==> src/rtl/debug_unit.sv <==
// rtl/debug_unit.sv - UART debug/control stage for the BIP-I CPU (optional checksum byte: DEBUG_UNIT_CHECKSUM_EN)
module debug_unit #(
    parameter int PC_W  = 11,
    parameter int ACC_W = 16,
    parameter int CNT_W = 16
) (
    input  logic             i_clk,
    input  logic             i_rst,
    input  logic [7:0]       i_rx_data,
    input  logic             i_rx_done,
    input  logic             i_tx_done,
    output logic [7:0]       o_tx_data,
    output logic             o_tx_start,
    input  logic             i_halt,
    input  logic [PC_W-1:0]  i_pc,
    input  logic [ACC_W-1:0] i_acc,
    output logic             o_cpu_en,
    output logic             o_busy
);
    localparam logic [2:0] S_IDLE    = 3'd0;
    localparam logic [2:0] S_RUN     = 3'd1;
    localparam logic [2:0] S_STEP    = 3'd2;
    localparam logic [2:0] S_SEND    = 3'd3;
    localparam logic [2:0] S_WAIT_TX = 3'd4;

`ifdef DEBUG_UNIT_CHECKSUM_EN
    localparam logic [2:0] LAST_IDX = 3'd6;
`else
    localparam logic [2:0] LAST_IDX = 3'd5;
`endif

    localparam logic [CNT_W-1:0] CNT_MAX = '1;

    logic [2:0]       state_q, state_d;
    logic [2:0]       idx_q, idx_d;
    logic [CNT_W-1:0] cnt_q, cnt_d;
    logic [15:0]      pc_q, acc_q, cnt_snap_q;
    logic [15:0]      pc_v, acc_v, cnt_v;
    logic             snap_ld;
    logic [7:0]       byte_sel;

    // The snapshot is taken in the first SEND cycle rather than on the edge
    // into SEND, so a single step is reported with its post-step PC/ACC.
    // The live values are bypassed onto the frame for that one cycle.
    assign snap_ld = (state_q == S_SEND) && (idx_q == 3'd0);
    assign pc_v    = snap_ld ? 16'(i_pc)  : pc_q;
    assign acc_v   = snap_ld ? 16'(i_acc) : acc_q;
    assign cnt_v   = snap_ld ? 16'(cnt_q) : cnt_snap_q;

    assign o_cpu_en   = ((state_q == S_RUN) && !i_halt) || (state_q == S_STEP);
    assign o_busy     = (state_q != S_IDLE);
    assign o_tx_start = (state_q == S_SEND);
    assign o_tx_data  = byte_sel;

    // Big-endian frame byte selected by idx
    always_comb begin
        case (idx_q)
            3'd0:    byte_sel = pc_v[15:8];
            3'd1:    byte_sel = pc_v[7:0];
            3'd2:    byte_sel = acc_v[15:8];
            3'd3:    byte_sel = acc_v[7:0];
            3'd4:    byte_sel = cnt_v[15:8];
`ifdef DEBUG_UNIT_CHECKSUM_EN
            3'd5:    byte_sel = cnt_v[7:0];
            default: byte_sel = pc_v[15:8] ^ pc_v[7:0] ^ acc_v[15:8] ^ acc_v[7:0]
                              ^ cnt_v[15:8] ^ cnt_v[7:0];
`else
            default: byte_sel = cnt_v[7:0];
`endif
        endcase
    end

    // Command decode, run/step control, frame sequencing and the saturating counter
    always_comb begin
        state_d = state_q;
        idx_d   = idx_q;
        cnt_d   = cnt_q;
        if (o_cpu_en && (cnt_q != CNT_MAX)) begin
            cnt_d = cnt_q + CNT_W'(1);
        end
        case (state_q)
            S_IDLE: begin
                if (i_rx_done) begin
                    case (i_rx_data)
                        8'h52:   state_d = i_halt ? S_SEND : S_RUN;
                        8'h53:   state_d = i_halt ? S_SEND : S_STEP;
                        8'h44:   state_d = S_SEND;
                        8'h43:   cnt_d   = '0;
                        default: state_d = S_IDLE;
                    endcase
                end
            end
            S_RUN: begin
                if (i_halt) begin
                    state_d = S_SEND;
                end
            end
            S_STEP:  state_d = S_SEND;
            S_SEND:  state_d = S_WAIT_TX;
            S_WAIT_TX: begin
                if (i_tx_done) begin
                    if (idx_q == LAST_IDX) begin
                        state_d = S_IDLE;
                        idx_d   = 3'd0;
                    end else begin
                        state_d = S_SEND;
                        idx_d   = idx_q + 3'd1;
                    end
                end
            end
            default: state_d = S_IDLE;
        endcase
    end

    // State, index and counter registers
    always_ff @(posedge i_clk or negedge i_rst) begin
        if (!i_rst) begin
            state_q <= S_IDLE;
            idx_q   <= 3'd0;
            cnt_q   <= '0;
        end else begin
            state_q <= state_d;
            idx_q   <= idx_d;
            cnt_q   <= cnt_d;
        end
    end

    // Snapshot registers, loaded once per frame and held until the next frame
    always_ff @(posedge i_clk or negedge i_rst) begin
        if (!i_rst) begin
            pc_q       <= 16'h0000;
            acc_q      <= 16'h0000;
            cnt_snap_q <= 16'h0000;
        end else if (snap_ld) begin
            pc_q       <= pc_v;
            acc_q      <= acc_v;
            cnt_snap_q <= cnt_v;
        end
    end
endmodule

==> config.mk <==
export PLATFORM = sky130hd
export DESIGN_NAME = debug_unit
export DESIGN_NICKNAME = d
export VERILOG_FILES = /design/src/rtl/debug_unit.sv
export SDC_FILE = /design/constraint.sdc
export NUM_CORES = 1
export LEC_CHECK = 0
export CAP_MARGIN = 20
export CORE_AREA = 8 8 87 105
export CTS_BUF_LIST = sky130_fd_sc_hd__clkbuf_4 sky130_fd_sc_hd__clkbuf_8
export DETAILED_ROUTE_END_ITERATION = 16
export DIE_AREA = 0 0 95 113
export HOLD_SLACK_MARGIN = 0.1
export PLACE_DENSITY = 0.73
export SYNTH_ARGS = -nofsm -noshare
export SYNTH_HDL_FRONTEND = slang
export SYNTH_SLANG_ARGS = --single-unit
==> constraint.sdc <==
create_clock -name i_clk -period 2.9 [get_ports i_clk]
set_input_delay 0.435 -clock i_clk [delete_from_list [all_inputs] [get_ports i_clk]]
set_output_delay 0.435 -clock i_clk [all_outputs]
set_load 0.005 [all_outputs]
==> flow_summary.ini <==
[placed_design]
routabilityCongestion = 0.907
placedCellCount = 473
post-dp-hpwl_um = 6550
io_buffers = 50
dpl_worst_slack_ns = 0.204

[finish]
layout.nets = 441
num-fill-cells = 580
areaGrowthSynthToFinish_pct = 26.4
instances_no_fill = 496
postLayoutCoreUtil_pct = 62.1
drive_above_1_share_pct = 25.0
antenna_cells = 0

[clock_tree]
cts.path.max_buffers = 2
path_clk_slew_ns = 0.07
cts_tree = yes
htreeDepth = 3
cts.sinks = 70
cts_root_buf = clkbuf_8
hold_buffers = 0
cts_buffers = 9
clock_latency_ns = 0.35

[logic_synthesis]
synth_area_per_cell_um2 = 10.9
syn_nets = 378
synth_flop_cell = dfrtp_1
synth_top_area_share_pct = 47.7
syn-instance-count = 336
seq_area_frac_synth_pct = 47.7
synth_edf_count = 0
ys_types = 62
synthesis.area_um2 = 3680
synth_warnings = 0
yosys.area.top_type = dfrtp_1
ys_async_sr_fraction_pct = 100
synth-seq-cells = 70
synth.most_common_cell = dfrtp_1
netlist_top_cells_count = dfrtp_1 (70), mux2_2 (40), nand2_1 (22), a21oi_1 (18), o21ai_0 (13)
synthTopCellsByArea = dfrtp_1 (48%), mux2_2 (12%), a21oi_1 (2.5%)

[routing]
drtAntennaViolNets = 0
firstDrtPassIters = 4
drc = 0
first_iter_violations = 126
drt-wirelength-per-cell_um = 18.3
drt-total-wl_um = 9060
num_vias = 2950
via_per_inst = 5.95

[setup_path]
cp.arrival_ns = 2.39
criticalPathCategory = flip-flop to output port
required_ns = 2.47
startpoint = idx_q[0]$_DFFE_PN0P_
max_stage_delay_ns = 0.48
cp_slowest_cell = dfrtp_2
cp_max_fo = 13
cp_cell_sequence = and2_4 -> ha_1 -> buf_6 -> o21a_1 -> a211oi_2 -> o32a_1 -> clkdlybuf4s50_1
start_kind = flip-flop
cp-end-kind = output port
worst_r2r_startpoint = cnt_q[0]$_DFF_PN0_

[min_path]
hold_path_class = input port to async pin

[pwr]
powerDensity_nw_per_um2 = 921
clock_power_share_pct = 20.6
power.internal_mw = 2.80
combPwrFrac_pct = 44.7
power_mw = 4.28
ir_worst_vdd_uv = 528
power_frac_seq_pct = 34.7
power_switching_mw = 1.48
leakage_nw = 2.02
p_sw_share_pct = 34.5

[timing]
skew_ns = 0.00666
relSlewSlack_pct = 52.8
worstMarginPinSlew_ns = 0.709
fmax_mhz = 354
rsz0062_at_grt = no
timing.final.ws_setup_ns = 0.0773
fin_tns_setup_ns = 0
slew_viol_final = 0
setup_viol_count_final = 0
min_period_over_period_pct = 97.3
final_hold_viol_count = 0
post-route-min-period_ns = 2.82

[floorplan]
fp-row-count = 35
start_util_pct = 49.1
dieArea_um2 = 10700
die_w_um = 95
die_height_um = 113
core_area_um2 = 7490
io_pins = 51

[grt]
track_usage_pct = 17.9
antenna_found_initial = 0
grt_pass1_wl_um = 15100
grt_pass1_vias = 3044
grt_max_degree = 41
grt_overflow = 0

[outcome]
outcome = finished clean

[flow_run]
cap_violations = 0
path summary, 6_finish.rpt:
path                       slack, ns  cells after the start                    to
min in group i_clk              0.48                      2  acc_q[3]$_DFFE_PN0P_
max in group asynchronous       2.10                      2  idx_q[0]$_DFFE_PN0P_
hold reg to reg                 0.48                      2  acc_q[3]$_DFFE_PN0P_
hold / removal                  0.14                      1  pc_q[13]$_DFFE_PN0P_
setup / recovery                0.08                      7          o_tx_data[3]
setup reg to reg                0.86                      5    cnt_q[5]$_DFF_PN0_
power groups by stage:
| stage | clock (mW) | sequential, mW | combinational, mW |
|---|---|---|---|
| floorplan | 0 | 1.39 | 1.14 |
| global placement | 0 | 1.47 | 1.73 |
| detailed placement | 0 | 1.49 | 1.76 |
| CTS | 0.891 | 1.48 | 1.85 |
| global route | 0.937 | 1.52 | 2.09 |
| finish | 0.881 | 1.49 | 1.91 |
kinds of logic (layout without fill, tap and decap cells):
logic type               after synthesis  after routing  share of synthesized area, %
multiplexers                          47             47                          14.2
buffers and inverters                 29             96                          3.81
XOR/XNOR                               1              1                         0.238
adder cells (fa/ha/maj)                2              2                         0.681
flip-flops                            70             70                          47.7
AND/OR/NAND/NOR                      106            107                          18.1
AO/OA/AOI/OAI                         81             81                          15.4
metrics by stage:
stage | hold slack (ns) | area [um^2]
2_1_floorplan | 0.139 | 3680
3_3_place_gp | 0.472 | 4300
3_5_place_dp | 0.476 | 4300
4_1_cts | 0.160 | 4590
5_1_grt | 0.188 | 4650
6_report | 0.138 | 4650
layout make-up:
class	instances	area, um^2	share of cell area, %
multi-input combinational	238	1830	39.4
clock buffer	12	153	3.28
timing repair buffer	70	677	14.6
inverter	10	48.8	1.05
sequential	70	1760	37.8
clock inverter	4	70.1	1.51
tap	92	115	2.48
state kept, by name (all words and copies together), names as in the netlist:
register	count
pc_q	16
state_q	3
cnt_q	16
idx_q	3
cnt_snap_q	16
acc_q	16
layer usage:
| layer | GRT usage [%] | share of wire [%] |
|---|---|---|
| met5 | 0 | 0 |
| met4 | 6.37 | 2.1 |
| met3 | 5.50 | 6.4 |
| met2 | 29.0 | 50 |
| met1 | 21.8 | 41 |
repair_timing:
action | in CTS | in global routing
resized for setup | 9 | 14
endpoints found under the setup margin | 8 | 7
setup buffers | 4 | 2
pin swaps | 2 | 0
gates cloned | 1 | 0
critical path: cells and delay by family, from the launching register on:
kind / cells / cell delay, ns
buf+inv: 2 / 0.63
fa+ha+maj: 1 / 0.19
compound gates: 3 / 0.56
simple gates: 1 / 0.19
flops: 1 / 0.48
cells in the final DEF, fill, tap and decap left out, types with 5 or more instances in the layout:
cell | synthesis | final
nor2_1 | 8 | 8
nor3_1 | 6 | 6
dfrtp_1 | 70 | 67
o31ai_1 | 6 | 6
mux2i_1 | 7 | 7
inv_1 | 9 | 8
and2_1 | 9 | 8
nand2b_1 | 5 | 5
buf_4 | 1 | 16
and3_1 | 5 | 5
mux2_2 | 40 | 40
clkdlybuf4s50_1 | 0 | 46
a22oi_1 | 8 | 8
a21oi_1 | 18 | 16
nand3_1 | 10 | 10
o21ai_0 | 13 | 11
clkbuf_8 | 0 | 10
nand2_1 | 22 | 22
nand4_1 | 5 | 5
Power figures use the tool's default switching activity.
